==> src/rtl/tt_sweep_pkg.sv <==
// Shared types and helpers for the truth-table sweeper and its reference model.
package tt_sweep_pkg;

  typedef enum logic [1:0] {
    S_IDLE  = 2'd0,
    S_RUN   = 2'd1,
    S_DRAIN = 2'd2,
    S_DONE  = 2'd3
  } state_e;

  localparam int unsigned SIG_W_MAX    = 32;
  localparam logic [15:0] SIG_POLY_DEF = 16'h1021;
  localparam logic [15:0] SIG_SEED_DEF = 16'h0000;

  // One Galois MISR step on a w-bit register (w <= SIG_W_MAX), upper bits forced to zero.
  function automatic logic [SIG_W_MAX-1:0] misr_step(
    input logic [SIG_W_MAX-1:0] cur,
    input logic                 din,
    input logic [SIG_W_MAX-1:0] poly,
    input int unsigned          w
  );
    logic [SIG_W_MAX-1:0] mask;
    logic [SIG_W_MAX-1:0] nxt;
    mask = (w >= SIG_W_MAX) ? '1 : ((SIG_W_MAX'(1) << w) - SIG_W_MAX'(1));
    nxt  = (cur << 1) ^ (cur[w-1] ? poly : '0) ^ {{(SIG_W_MAX-1){1'b0}}, din};
    return nxt & mask;
  endfunction

endpackage

==> src/rtl/tt_sweep_delay.sv <==
// Aligns {valid, index} of each driven vector with the DUT output LAT cycles later.
module tt_sweep_delay #(
  parameter int unsigned LAT = 0,
  parameter int unsigned W   = 8
) (
  input  logic         clk,
  input  logic         rst,
  input  logic         src_valid,
  input  logic [W-1:0] src_idx,
  output logic         tap_valid,
  output logic [W-1:0] tap_idx
);

  generate
    if (LAT == 0) begin : g_wire
      // Clock and reset are idle in the zero-latency build.
      logic unused_clk_rst;
      assign unused_clk_rst = clk ^ rst;
      assign tap_valid      = src_valid;
      assign tap_idx        = src_idx;
    end else begin : g_pipe
      logic [LAT-1:0] vld;
      logic [W-1:0]   idx [LAT];

      always_ff @(posedge clk or posedge rst) begin
        if (rst) begin
          vld <= '0;
          for (int i = 0; i < int'(LAT); i++) idx[i] <= '0;
        end else begin
          vld[0] <= src_valid;
          idx[0] <= src_idx;
          for (int i = 1; i < int'(LAT); i++) begin
            vld[i] <= vld[i-1];
            idx[i] <= idx[i-1];
          end
        end
      end

      assign tap_valid = vld[LAT-1];
      assign tap_idx   = idx[LAT-1];
    end
  endgenerate

endmodule

==> src/rtl/tt_sweep_capture.sv <==
// Exhaustive input sweep of a single-output DUT: captures truth table, ones count and MISR signature.
module tt_sweep_capture
  import tt_sweep_pkg::*;
#(
  parameter int unsigned       N_IN     = 8,
  parameter int unsigned       DUT_LAT  = 0,
  parameter int unsigned       SIG_W    = 16,
  parameter logic [SIG_W-1:0]  SIG_POLY = SIG_W'(SIG_POLY_DEF),
  parameter logic [SIG_W-1:0]  SIG_SEED = SIG_W'(SIG_SEED_DEF)
) (
  input  logic                     clk,
  input  logic                     rst,
  input  logic                     start,
  output logic [N_IN-1:0]          x_out,
  input  logic                     y_in,
  input  logic [SIG_W-1:0]         exp_sig,
  output logic                     busy,
  output logic                     done,
  output logic [(1<<N_IN)-1:0]     tt_out,
  output logic [N_IN:0]            ones_cnt,
  output logic [SIG_W-1:0]         sig,
  output logic                     match
);

  localparam int unsigned TT_W      = 1 << N_IN;
  localparam int unsigned CNT_W     = N_IN + 1;
  localparam int unsigned DRN_W     = (DUT_LAT > 1) ? $clog2(DUT_LAT) : 1;
  localparam int unsigned DRN_LAST  = (DUT_LAT > 0) ? DUT_LAT - 1 : 0;

  state_e             state;
  state_e             state_d;
  logic [DRN_W-1:0]   drain_cnt;
  logic [SIG_W-1:0]   exp_q;
  logic               accept_c;
  logic               last_vec_c;
  logic               drain_end_c;
  logic               cap_valid;
  logic [N_IN-1:0]    cap_idx;
  logic [SIG_W-1:0]   sig_d;
  logic [CNT_W-1:0]   ones_d;

  tt_sweep_delay #(
    .LAT (DUT_LAT),
    .W   (N_IN)
  ) u_delay (
    .clk       (clk),
    .rst       (rst),
    .src_valid (state == S_RUN),
    .src_idx   (x_out),
    .tap_valid (cap_valid),
    .tap_idx   (cap_idx)
  );

  always_ff @(posedge clk or posedge rst) begin
    if (rst) state <= S_IDLE;
    else     state <= state_d;
  end

  always_comb begin
    state_d     = state;
    accept_c    = 1'b0;
    last_vec_c  = (x_out == '1);
    drain_end_c = (drain_cnt == DRN_W'(DRN_LAST));
    case (state)
      S_IDLE: begin
        if (start) begin
          accept_c = 1'b1;
          state_d  = S_RUN;
        end
      end
      S_RUN: begin
        if (last_vec_c) state_d = (DUT_LAT > 0) ? S_DRAIN : S_DONE;
      end
      S_DRAIN: begin
        if (drain_end_c) state_d = S_DONE;
      end
      S_DONE:  state_d = S_IDLE;
      default: state_d = S_IDLE;
    endcase
  end

  // Next signature and count for the sample arriving this cycle.
  always_comb begin
    sig_d  = sig;
    ones_d = ones_cnt;
    if (cap_valid) begin
      sig_d  = SIG_W'(misr_step(SIG_W_MAX'(sig), y_in, SIG_W_MAX'(SIG_POLY), SIG_W));
      ones_d = ones_cnt + CNT_W'(y_in);
    end
  end

  always_ff @(posedge clk or posedge rst) begin
    if (rst) begin
      x_out     <= '0;
      busy      <= 1'b0;
      done      <= 1'b0;
      tt_out    <= '0;
      ones_cnt  <= '0;
      sig       <= '0;
      match     <= 1'b0;
      exp_q     <= '0;
      drain_cnt <= '0;
    end else begin
      busy <= (state_d != S_IDLE);
      done <= (state_d == S_DONE);
      if (accept_c) begin
        x_out     <= '0;
        tt_out    <= TT_W'(0);
        ones_cnt  <= '0;
        sig       <= SIG_SEED;
        match     <= 1'b0;
        exp_q     <= exp_sig;
        drain_cnt <= '0;
      end else begin
        // The index holds at all ones after the last vector rather than wrapping.
        if (state == S_RUN && !last_vec_c) x_out <= x_out + N_IN'(1);
        if (state == S_DRAIN) drain_cnt <= drain_cnt + DRN_W'(1);
        if (cap_valid) begin
          tt_out[cap_idx] <= y_in;
          ones_cnt        <= ones_d;
          sig             <= sig_d;
        end
        if (state_d == S_DONE) match <= (sig_d == exp_q);
      end
    end
  end

endmodule

==> config.mk <==
export PLATFORM = sky130hd
export DESIGN_NAME = tt_sweep_capture
export DESIGN_NICKNAME = d
export VERILOG_FILES = /design/src/rtl/tt_sweep_pkg.sv /design/src/rtl/tt_sweep_delay.sv /design/src/rtl/tt_sweep_capture.sv
export SDC_FILE = /design/constraint.sdc
export NUM_CORES = 1
export LEC_CHECK = 0
export BUFFER_PORTS_ARGS = -buffer_cell sky130_fd_sc_hd__buf_2
export CAP_MARGIN = 20
export CORE_UTILIZATION = 55
export DETAILED_ROUTE_END_ITERATION = 10
export GPL_TIMING_DRIVEN = 0
export PLACE_DENSITY = 0.79
export SKIP_LAST_GASP = 1
export SYNTH_ARGS = -nofsm -noshare
export SYNTH_HDL_FRONTEND = slang
export SYNTH_SLANG_ARGS = --single-unit
export TNS_END_PERCENT = 5
==> constraint.sdc <==
create_clock -name clk -period 12.33 [get_ports clk]
set_input_delay 2.466 -clock clk [delete_from_list [all_inputs] [get_ports clk]]
set_output_delay 2.466 -clock clk [all_outputs]
set_load 0.02 [all_outputs]
# --- Word level (Yosys, flattened, before mapping) ---
# Cells that the tools add are included.
# W data, S select, Z words.
op_classes:
  shifts: 0
  add_sub_neg: 3
  n_mux: 23
  n_bitwise: 2
  order_cmp: 2
  reduce_logical: 9
  mul: 0
  eq_ne: 6
  div: 0
ops:
  columns: ["operator", "count"]
  rows:
  - ["$mux W256", 2]
  - ["$bwmux W256", 1]
  - ["$mux W16", 3]
  - ["$mux W9", 2]
  - ["$eq A16 B16 Y1", 1]
  - ["$mux W8", 2]
  - ["$xor A16 B1 Y16", 1]
  - ["$xor A16 B13 Y16", 1]
  - ["$mux W13", 1]
  - ["$reduce_bool A2 Y1", 5]
  - ["$add A9 B1 Y9", 1]
  - ["$lt A8 B9 Y1 const B", 1]
  - ["$add A8 B1 Y8 const B", 1]
  - ["$demux W1 S8", 1]
  - ["$eq A8 B8 Y1 const B", 1]
  - ["$ge A8 B1 Y1 const B", 1]
  - ["$pmux W2 S4", 1]
  - ["$mux W1", 7]
  - ["$eq A2 B2 Y1 const B", 3]
  - ["$mux W2", 3]
  - ["$eq A2 B1 Y1 const B", 1]
  - ["$logic_and A1 B1 Y1", 2]
  - ["$logic_not A2 Y1", 1]
  - ["$add A1 B1 Y1 const B", 1]
  - ["$logic_not A1 Y1", 1]
totals:
  ram_bits: 0
  register_bits: 311
  memories: 0
  rom_bits: 0
  latch_bits: 0
  inputBits: 20
  output_inout_bits: 292

# --- Depth between registers and ports, before layout ---
# Gate-level depths: netlist (run 1).
depth:
  depth_word: 7
  depth_mapped: 9
  mapped_depth_nobuf: 7

# --- By module ---
# From an unflattened synthesis (run 1), not the netlist that was laid out.
unflattened:
  hier_cells: 1507
  area_unflattened_um2: 14263.7
by_module_without_submodules:
  columns: ["module", "area_per_inst_um2", "cells_each", "seq_area_each_um2", "n_inst"]
  rows:
  - ["tt_sweep_capture", 14196.1, 1498, 7782.5, 1]
  - ["tt_sweep_delay", 67.6, 9, 0.0, 1]

# --- Worst setup path before layout (run 1) ---
# No wires, ideal clock.
synth_path:
  path_type: "input -> register"
  start: "input y_in"
  end: "register match"
  n_path_buf: 1
  setup_time_ns: 0.076
  path_slack_ns: 8.643
  arrival_ns: 3.611
  cell_stages: 6
  cell_sequence: "clkbuf_1 > xor2_1 > or4_1 > a211oi_1 > o2111ai_1 > o21ai_1"
synth_via:
  elab_chain_len: 5
synth_rtl:
  columns: ["item", "line", "rtl"]
  rows:
  - ["from (decl)", "tt_sweep_capture.sv:15", "input logic y_in,"]
  - ["$xor A16 B1 Y16", "tt_sweep_pkg.sv:25", "nxt = (cur << 1) ^ (cur[w-1] ? poly : '0) ^ {{(SIG_W_MAX-1){1'b0}}, din};"]
  - ["$mux W16", "tt_sweep_capture.sv:86", "if (cap_valid) begin"]
  - ["$eq A16 B16 Y1", "tt_sweep_capture.sv:123", "if (state_d == S_DONE) match <= (sig_d == exp_q);"]
  - ["$mux W1", "tt_sweep_capture.sv:123", null]
  - ["$mux W1", "tt_sweep_capture.sv:106", "if (accept_c) begin"]
  - ["to (signal assigned)", "tt_sweep_capture.sv:123", null]
  - ["to (decl)", "tt_sweep_capture.sv:22", "output logic match"]
# Every way passes these cells. The select of a mux whose other input is x is not followed.
# A chain may end at the register's enable or synchronous reset.

# --- Final worst setup path (run 1) ---
layout_path:
  start: "input y_in"
  end: "register tt_out[114]"
layout_via:
  elab_chain_len: 3
layout_rtl:
  columns: ["item", "line", "rtl"]
  rows:
  - ["$bwmux W256", "tt_sweep_capture.sv:119", "tt_out[cap_idx] <= y_in;"]
  - ["$mux W256", "tt_sweep_capture.sv:118", "if (cap_valid) begin"]
  - ["$mux W256", "tt_sweep_capture.sv:106", null]
  - ["to (signal, indexed assignment)", "tt_sweep_capture.sv:119", null]
  - ["to (decl)", "tt_sweep_capture.sv:19", "output logic [(1<<N_IN)-1:0] tt_out,"]
# Every way passes these cells. The select of a mux whose other input is x is not followed.

==> results of run 1 <==
[critical path, stage by stage]
cell      delay [ns]
buf_2           0.11
clkbuf_1        0.41
clkbuf_1        0.53
clkbuf_1        0.52
nand3_1         0.17
a21oi_1         0.18
[power breakdown]
group | switching [mW] | internal [mW]
registers | 0.389 | 1.52
clock network | 0.416 | 0.617
logic | 1.65 | 0.760
[logic make-up after synthesis]
| logic type | after synthesis |
|---|---|
| AOI/OAI and AO/OA | 491 |
| DFF | 311 |
| and+or+nand+nor | 508 |
| xor gates and xnor gates | 28 |
| buffers and inverters | 178 |
| adders and majority gates | 6 |
| muxes | 44 |
[layout make-up]
class	instances	area [sq um]	area share
multi-input cells	1077	5727	0.3285
flip-flops and latches	311	7782	0.4465
plain buffers	163	705.7	0.04048
well taps	330	412.9	0.02369
clock inverters	6	55.05	0.003158
inverters	15	63.81	0.003661
clock buffers	55	1074	0.06158
repair buffers	313	1612	0.09245
[cell usage in the layout (no fill, tap or decap), types with 4 or more instances in the layout]
| master | n |
|---|---|
| dfrtp_1 | 311 |
| nand2_1 | 122 |
| clkinv_2 | 5 |
| nand4_1 | 6 |
| inv_1 | 13 |
| xnor2_1 | 18 |
| nor3_1 | 5 |
| nand2b_1 | 9 |
| a211oi_1 | 7 |
| ha_1 | 6 |
| o21ai_0 | 226 |
| a21oi_1 | 231 |
| clkbuf_1 | 119 |
| buf_4 | 5 |
| xor2_1 | 10 |
| and3_1 | 7 |
| and3b_1 | 5 |
| mux2i_1 | 44 |
| and2_0 | 8 |
| nor2_1 | 73 |
| clkbuf_16 | 37 |
| buf_2 | 353 |
| clkbuf_8 | 8 |
| nand3_1 | 252 |
| buf_1 | 4 |
[sequential cells by signal, indices dropped and copies added, names as in the netlist]
name and count:
x_out 8, match 1, done 1, ones_cnt 9, exp_q 16, drain_cnt 1
state 2, busy 1, sig 16, tt_out 256
[through the flow]
| step | area (sq um) | hold WS, ns | cells | setup TNS [ns] |
|---|---|---|---|---|
| after floorplan | 14270 | 0.4627 | 1566 | 0 |
| after global placement | 16240 | 0.4588 | 2207 | -618.25 |
| after detailed placement | 16300 | 0.4729 | 2209 | 0 |
| after CTS | 17430 | 0.4802 | 2270 | 0 |
| after global routing | 17430 | 0.4986 | 2270 | 0 |
| final | 17430 | 0.4818 | 2270 | 0 |
[routing by layer]
layer | up-vias | part of all wire
met5 | - | 0
met4 | 0 | 0.062
met3 | 215 | 0.12
met2 | 1049 | 0.44
met1 | 7014 | 0.38
li1 | 6177 | -
[worst max-delay path by stage]
stage / from / endpoint
finish: y_in / tt_out[114]$_DFFE_PP0P_
global route: y_in / tt_out[253]$_DFFE_PP0P_
CTS: y_in / tt_out[253]$_DFFE_PP0P_
detailed placement: y_in / tt_out[241]$_DFFE_PP0P_
global placement: rst / tt_out[87]$_DFFE_PP0P_
floorplan: rst / busy$_DFF_PP0_
==> metrics.txt, run 1 <==
status=completed; Mapped Area=approximately 14000 sq um; Hold Path Origin=ones_cnt[8]$_DFFE_PP0P_; later-pin clock latency in the skew report=0.53 ns; routed len/inst=~23 microns; initial antenna violation count=0; Critical Path Sink Type=flop; Peak Freq=252.2 MHz; # rows=58; Power Total=roughly 5.3 mW; CTS tree=yes; Final Hold Violating Endpoints=0; drt initial violations=about 1900; total iterations of the first detailed-routing run=6; Final GP Congestion=0.9713; Root Buffer=clkbuf_16; r2r worst-path depth=8; reg2reg end=tt_out[183]$_DFFE_PP0P_; final setup vio count=0; met1 Track Usage GR=0.5237; Final min period=slightly below 4 ns; reg-to-reg startpoint=x_out[1]$_DFFE_PP0P_; number of global-route vias before repair=roughly 14000; ant diodes=0; gr usage total=0.3832; # fillers=just over 2000; post-layout util=0.6883; Worst-Margin Slew=0.8954 ns; Die Y=~160 microns; setup bufs post-CTS=0; area of the core=25330 sq um; Final HPWL DP=roughly 36 mm; internal reg-to-reg setup slack=9.55 ns; Worst Path Required=between 10 and 15 ns; first-pass GRT wire length=slightly below 80 mm; Synth Area in Simple Gates=0.1694; met3 Usage GRT=0.09015; Yosys top cell by area=dfrtp_1; largest net degree at the start of global routing=~130; Routed Antenna Nets=0; CP Data Arrival Time=4.40 ns; Synth Area in XOR/XNOR=0.01718; Hold Buf Count CTS=0; synth warn=0; final worst path period share=0.3215; Worst Clk Skew=0.01958 ns; P per Cell Area=306.8 nW/um^2; Synth Area in Adders=0.005260; compound-gate portion of the synthesized area=0.1786; port bufs=approximately 310; clock sinks=between 300 and 400; Initial Util=0.5635; Crit Path Class=input port to flop; Bufs on Longest Clock Path=3; Syn Nets=1592; drt via density=6.368; Synth Flop Type=dfrtp_1; Synth area leaders=dfrtp_1 55%, nand3_1 8.8%, a21oi_1 8.1%, o21ai_0 7.9%, nand2_1 3.2%; RSZ-0062 raised after global routing=no; DP Worst Slack=between 7 and 8 ns; met2 usage=0.5640; FFs w/ async S/R, synth=1.000; Post-synth EDFFs=0; combinational family with the most area after synthesis=compound AO/OA/AOI/OAI gates; Max Fanout on Critical Path=10; Seq/Total Area, Yosys=0.5453; flops & latches, synth=a little over 300; max-slew violations=0; share of post-route cells with drive strength above 1=0.2196; # nets final=roughly 1900; busiest grt layer=met2; synthesized instance count=~1600; Yosys top cell area share=0.5453; Commonest cells post-synth=311 x dfrtp_1, 252 x nand3_1, 231 x a21oi_1, 226 x o21ai_0, 122 x nand2_1; Hold WC Path Type=flop to flop; mux contribution to synthesized area=0.03086; Num CTS Buffers=34; Leakage Power=7.923 nW; hold depth=1; via count=between 10000 and 15000; library cells used by synthesis=just over 50; Avg Cell Area, Syn=between 9 and 10 sq um; post-CTS sizing=0; most common cell in the netlist=dfrtp_1; synthesis-to-layout area growth=22.15%; Worst Hold Endpoint=ones_cnt[8]$_DFFE_PP0P_; Remaining DRCs=0; Slew HR=0.4031; die area=~27000 sq um; gr ovfl total=0; Clock transition at path regs=0.06 ns; routed wire length=a little over 50 mm; H-tree levels=2; worst vdd ir=approximately 0.19 mV; Final WS setup=about 8.4 ns; Max Cap Viol=0; # IOs=around 310; die width=around 160 microns; Setup crit start kind=input port
No activity file was read; power rests on OpenSTA's default activity.
==> run 2: changes to the inputs <==
- ABC_AREA: default -> 1
- PLACE_DENSITY: 0.79 -> 0.78
- clock period: 12.33 -> 3.85 ns (I/O delays scaled with it)
==> run 2 against run 1 <==
Design area up 6.5%. Sequential power increased by 96%. Die area is 6.5% higher. Total power grew 60%. Core utilization decreased by 0.16 points. Critical path depth is 4 higher. Global-route usage fell by 4.8 points. First-iteration DRC count fell by 20%. Flip-flop and latch count unchanged. Critical path type is now flop to flop. Critical endpoint is now tt_out[84]$_DFFE_PP0P_.
==> metrics.txt, run 2 <==
later-pin clock latency in the skew report=0.52 ns (was 0.53 ns); die area=28310 sq um (was 26600 sq um); most common cell after layout, fill and taps aside=nand2_1 (was buf_2); biggest regs=tt_out (256), exp_q (16), sig (16) (unchanged); Slew HR=0.5918 (was 0.4031); RSZ-0062 raised after global routing=no (unchanged); Hold Buf Count CTS=0 (unchanged); switching share of power=0.2926 (was 0.4590); drt via density=5.289 (was 6.368); # nets final=2465 (was 1941); Seq/Total Area, Yosys=0.5119 (was 0.5453); most frequent CP cell=inv_1 (was clkbuf_1); CP cell instances=inv_1 -> ha_1 -> inv_1 -> nor2_1 -> nand2_1 -> inv_1 -> buf_2 -> nand2_1 -> o21ai_0 -> inv_1 (was buf_2 -> clkbuf_1 -> clkbuf_1 -> clkbuf_1 -> nand3_1 -> a21oi_1); first-pass GRT wire length=73.80 mm (was 77.25 mm); Mapped Area=15200 sq um (was 14270 sq um); NetSw=2.510 mW (was 2.455 mW); Synth Flop Type=dfrtp_1 (unchanged); DP Worst Slack=1.394 ns (was 7.928 ns); clock sinks=311 (unchanged); setup bufs post-CTS=0 (unchanged); die width=168.3 microns (was 163.1 microns); number of global-route vias before repair=13746 (was 13503); Placed Cells=2743 (was 2209); Flop pwr share=0.436 (was 0.356); # IOs=312 (unchanged); flops & latches, synth=311 (unchanged); Power Total=8.579 mW (was 5.347 mW); post-layout util=0.6867 (was 0.6883); largest reg by FF count=tt_out (unchanged); area of the core=27030 sq um (was 25330 sq um); FFs w/ async S/R, synth=1.000 (unchanged); Peak Freq=between 300 and 400 MHz; Clock transition at path regs=0.06 ns (about the same); Synth area leaders=dfrtp_1 51%, nand2_1 22%, inv_1 8.0%, o21ai_0 6.2%, o21ai_1 2.9% (was dfrtp_1 55%, nand3_1 8.8%, a21oi_1 8.1%, o21ai_0 7.9%, nand2_1 3.2%); gr usage total=0.3353 (was 0.3832); Yosys top cell area share=0.5119 (was 0.5453); library cells used by synthesis=38 (was 51); synthesis-to-layout area growth=22.07% (was 22.15%); Layout Cells excl Fill=2804 (was 2270); Hold WC Path Type=input port to asynchronous set/reset pin (was flop to flop); commonest cells after routing, fill and taps aside=906 x nand2_1, 374 x buf_2, 325 x inv_1 (was 353 x buf_2, 311 x dfrtp_1, 252 x nand3_1); initial antenna violation count=0 (unchanged); Syn Nets=2108 (was 1592); max-slew violations=0 (unchanged); Final WS setup=1.290 ns (was 8.366 ns); Num CTS Buffers=35 (was 34); synthesized instance count=2082 (was 1566); Leakage Power=10.77 nW (was 7.923 nW); Final min period=approximately 2.6 ns; Area after DPL=17390 sq um (was 16300 sq um); Setup crit start kind=flop (was input port); CP Data Arrival Time=2.95 ns (was 4.40 ns); Post-synth EDFFs=0 (unchanged); routed wire length=47.58 mm (was 51.10 mm); Max Cap Viol=0 (unchanged); post-CTS sizing=0 (unchanged); status=completed (unchanged); Root Buffer=clkbuf_16 (unchanged); internal power=6.069 mW (was 2.893 mW); H-tree levels=2 (unchanged); Critical Path Sink Type=flop (unchanged); worst vdd ir=0.4719 mV (was 0.1882 mV); Avg Cell Area, Syn=7.302 sq um (was 9.113 sq um); Crit Path Class=flop to flop (was input port to flop); largest net degree at the start of global routing=43 (was 131); Routed Antenna Nets=0 (unchanged); ant diodes=0 (unchanged); Yosys top cell by area=dfrtp_1 (unchanged); gr ovfl total=0 (unchanged); Initial Util=0.5625 (was 0.5635); final worst path period share=0.6649; Final HPWL DP=33.49 mm (was 36.05 mm); via count=14830 (was 14455); port bufs=311 (unchanged); Bufs on Longest Clock Path=3 (unchanged); # rows=60 (was 58); total iterations of the first detailed-routing run=8 (was 6); routed len/inst=16.97 microns (was 22.51 microns); design area=18560 sq um (was 17430 sq um); most common cell in the netlist=nand2_1 (was dfrtp_1); Worst-Margin Slew=0.6123 ns (was 0.8954 ns); Die Y=168.3 microns (was 163.1 microns); Remaining DRCs=0 (unchanged); synth warn=0 (unchanged); Worst Clk Skew=0.01896 ns (was 0.01958 ns); CTS tree=yes (unchanged); Worst Path Required=4.24 ns (was 12.76 ns); final setup vio count=0 (unchanged); logic gate share of total power=0.170 (was 0.451); Commonest cells post-synth=906 x nand2_1, 326 x inv_1, 311 x dfrtp_1, 187 x o21ai_0, 87 x o21ai_1 (was 311 x dfrtp_1, 252 x nand3_1, 231 x a21oi_1, 226 x o21ai_0, 122 x nand2_1); Clock power frac=0.393 (was 0.193); slowest CP cell=buf_2 (was clkbuf_1); Max Fanout on Critical Path=10 (unchanged); Final Hold Violating Endpoints=0 (unchanged); share of post-route cells with drive strength above 1=0.1920 (was 0.2196); drt initial violations=1485 (was 1856); Largest register FFs=256 (unchanged); Crit path largest cell delay=0.45 ns (was 0.53 ns); P per Cell Area=462.2 nW/um^2 (was 306.8 nW/um^2); Final GP Congestion=0.9124 (was 0.9713)
run 2: cell count changes after synthesis, sizes merged, moves of 17 or more:
cell and delta:
buf +22, nand2 +788, o21ai +44, clkbuf -83
a21oi -215, nand3 -217, inv +321, xnor2 -17
mux2i -44
run 2: final cells by class:
type	instances	area [sq um]
repair buffers	320	1752
clock inverters	4	22.52
clock buffers	57	1151
inverters	336	1265
multi-input cells	1333	5659
flip-flops and latches	311	7782
well taps	341	426.7
fillers	2247	8467
plain buffers	102	500.5
run 2: cells by family after synthesis:
| logic type | Yosys count | share of synthesized area |
|---|---|---|
| fa+ha+maj | 6 | 0.004938 |
| flops | 311 | 0.5119 |
| simple gates | 1024 | 0.2645 |
| compound gates | 302 | 0.1022 |
| buf+inv | 438 | 0.1159 |
| xor+xnor | 1 | 0.0005762 |
run 2: metal layers:
layer / vias to the layer above / part of all wire / global-route usage
met1: 6986 / 0.42 / 0.4542
met2: 694 / 0.45 / 0.5228
met3: 142 / 0.094 / 0.06864
met5: - / 0 / 0
met4: 0 / 0.043 / 0.1498
li1: 7008 / - / -
run 2: per-stage QoR:
stage,TNS (ns),hold slack (ns)
final,0,0.3134
after detailed placement,0,0.4768
after floorplan,-329.94,0.4551
after CTS,0,0.3168
after global routing,0,0.3524
after global placement,-922.73,0.4684
run 2: final timing paths:
path,startpoint,end,slack (ns),cells past startpoint
worst min register to register,exp_q[7]$_DFFE_PP0P_,exp_q[7]$_DFFE_PP0P_,0.49,2
worst max register to register,x_out[0]$_DFFE_PP0P_,tt_out[84]$_DFFE_PP0P_,1.29,10
max in group asynchronous,rst,tt_out[231]$_DFFE_PP0P_,2.26,6
worst min-delay path,rst,tt_out[113]$_DFFE_PP0P_,0.31,2
worst max-delay path,x_out[0]$_DFFE_PP0P_,tt_out[84]$_DFFE_PP0P_,1.29,10
min in group clk,exp_sig[8],exp_q[8]$_DFFE_PP0P_,0.46,3
run 2: power by group through the flow:
stage | Sequential [mW] | Combinational (mW) | Clock (mW)
after floorplan | 4.09 | 0.648 | 0
after global placement | 3.79 | 1.38 | 0
after detailed placement | 3.79 | 1.45 | 0
after CTS | 3.74 | 1.46 | 3.41
after global routing | 3.77 | 1.61 | 3.52
final | 3.74 | 1.46 | 3.37
run 2: critical path, delay by kind of cell, from the launching register on:
| family | cells | cell delay, ns |
|---|---|---|
| buffers and inverters | 5 | 1.05 |
| AOI/OAI and AO/OA | 1 | 0.19 |
| and+or+nand+nor | 3 | 0.60 |
| DFF | 1 | 0.42 |
| adders and majority gates | 1 | 0.17 |
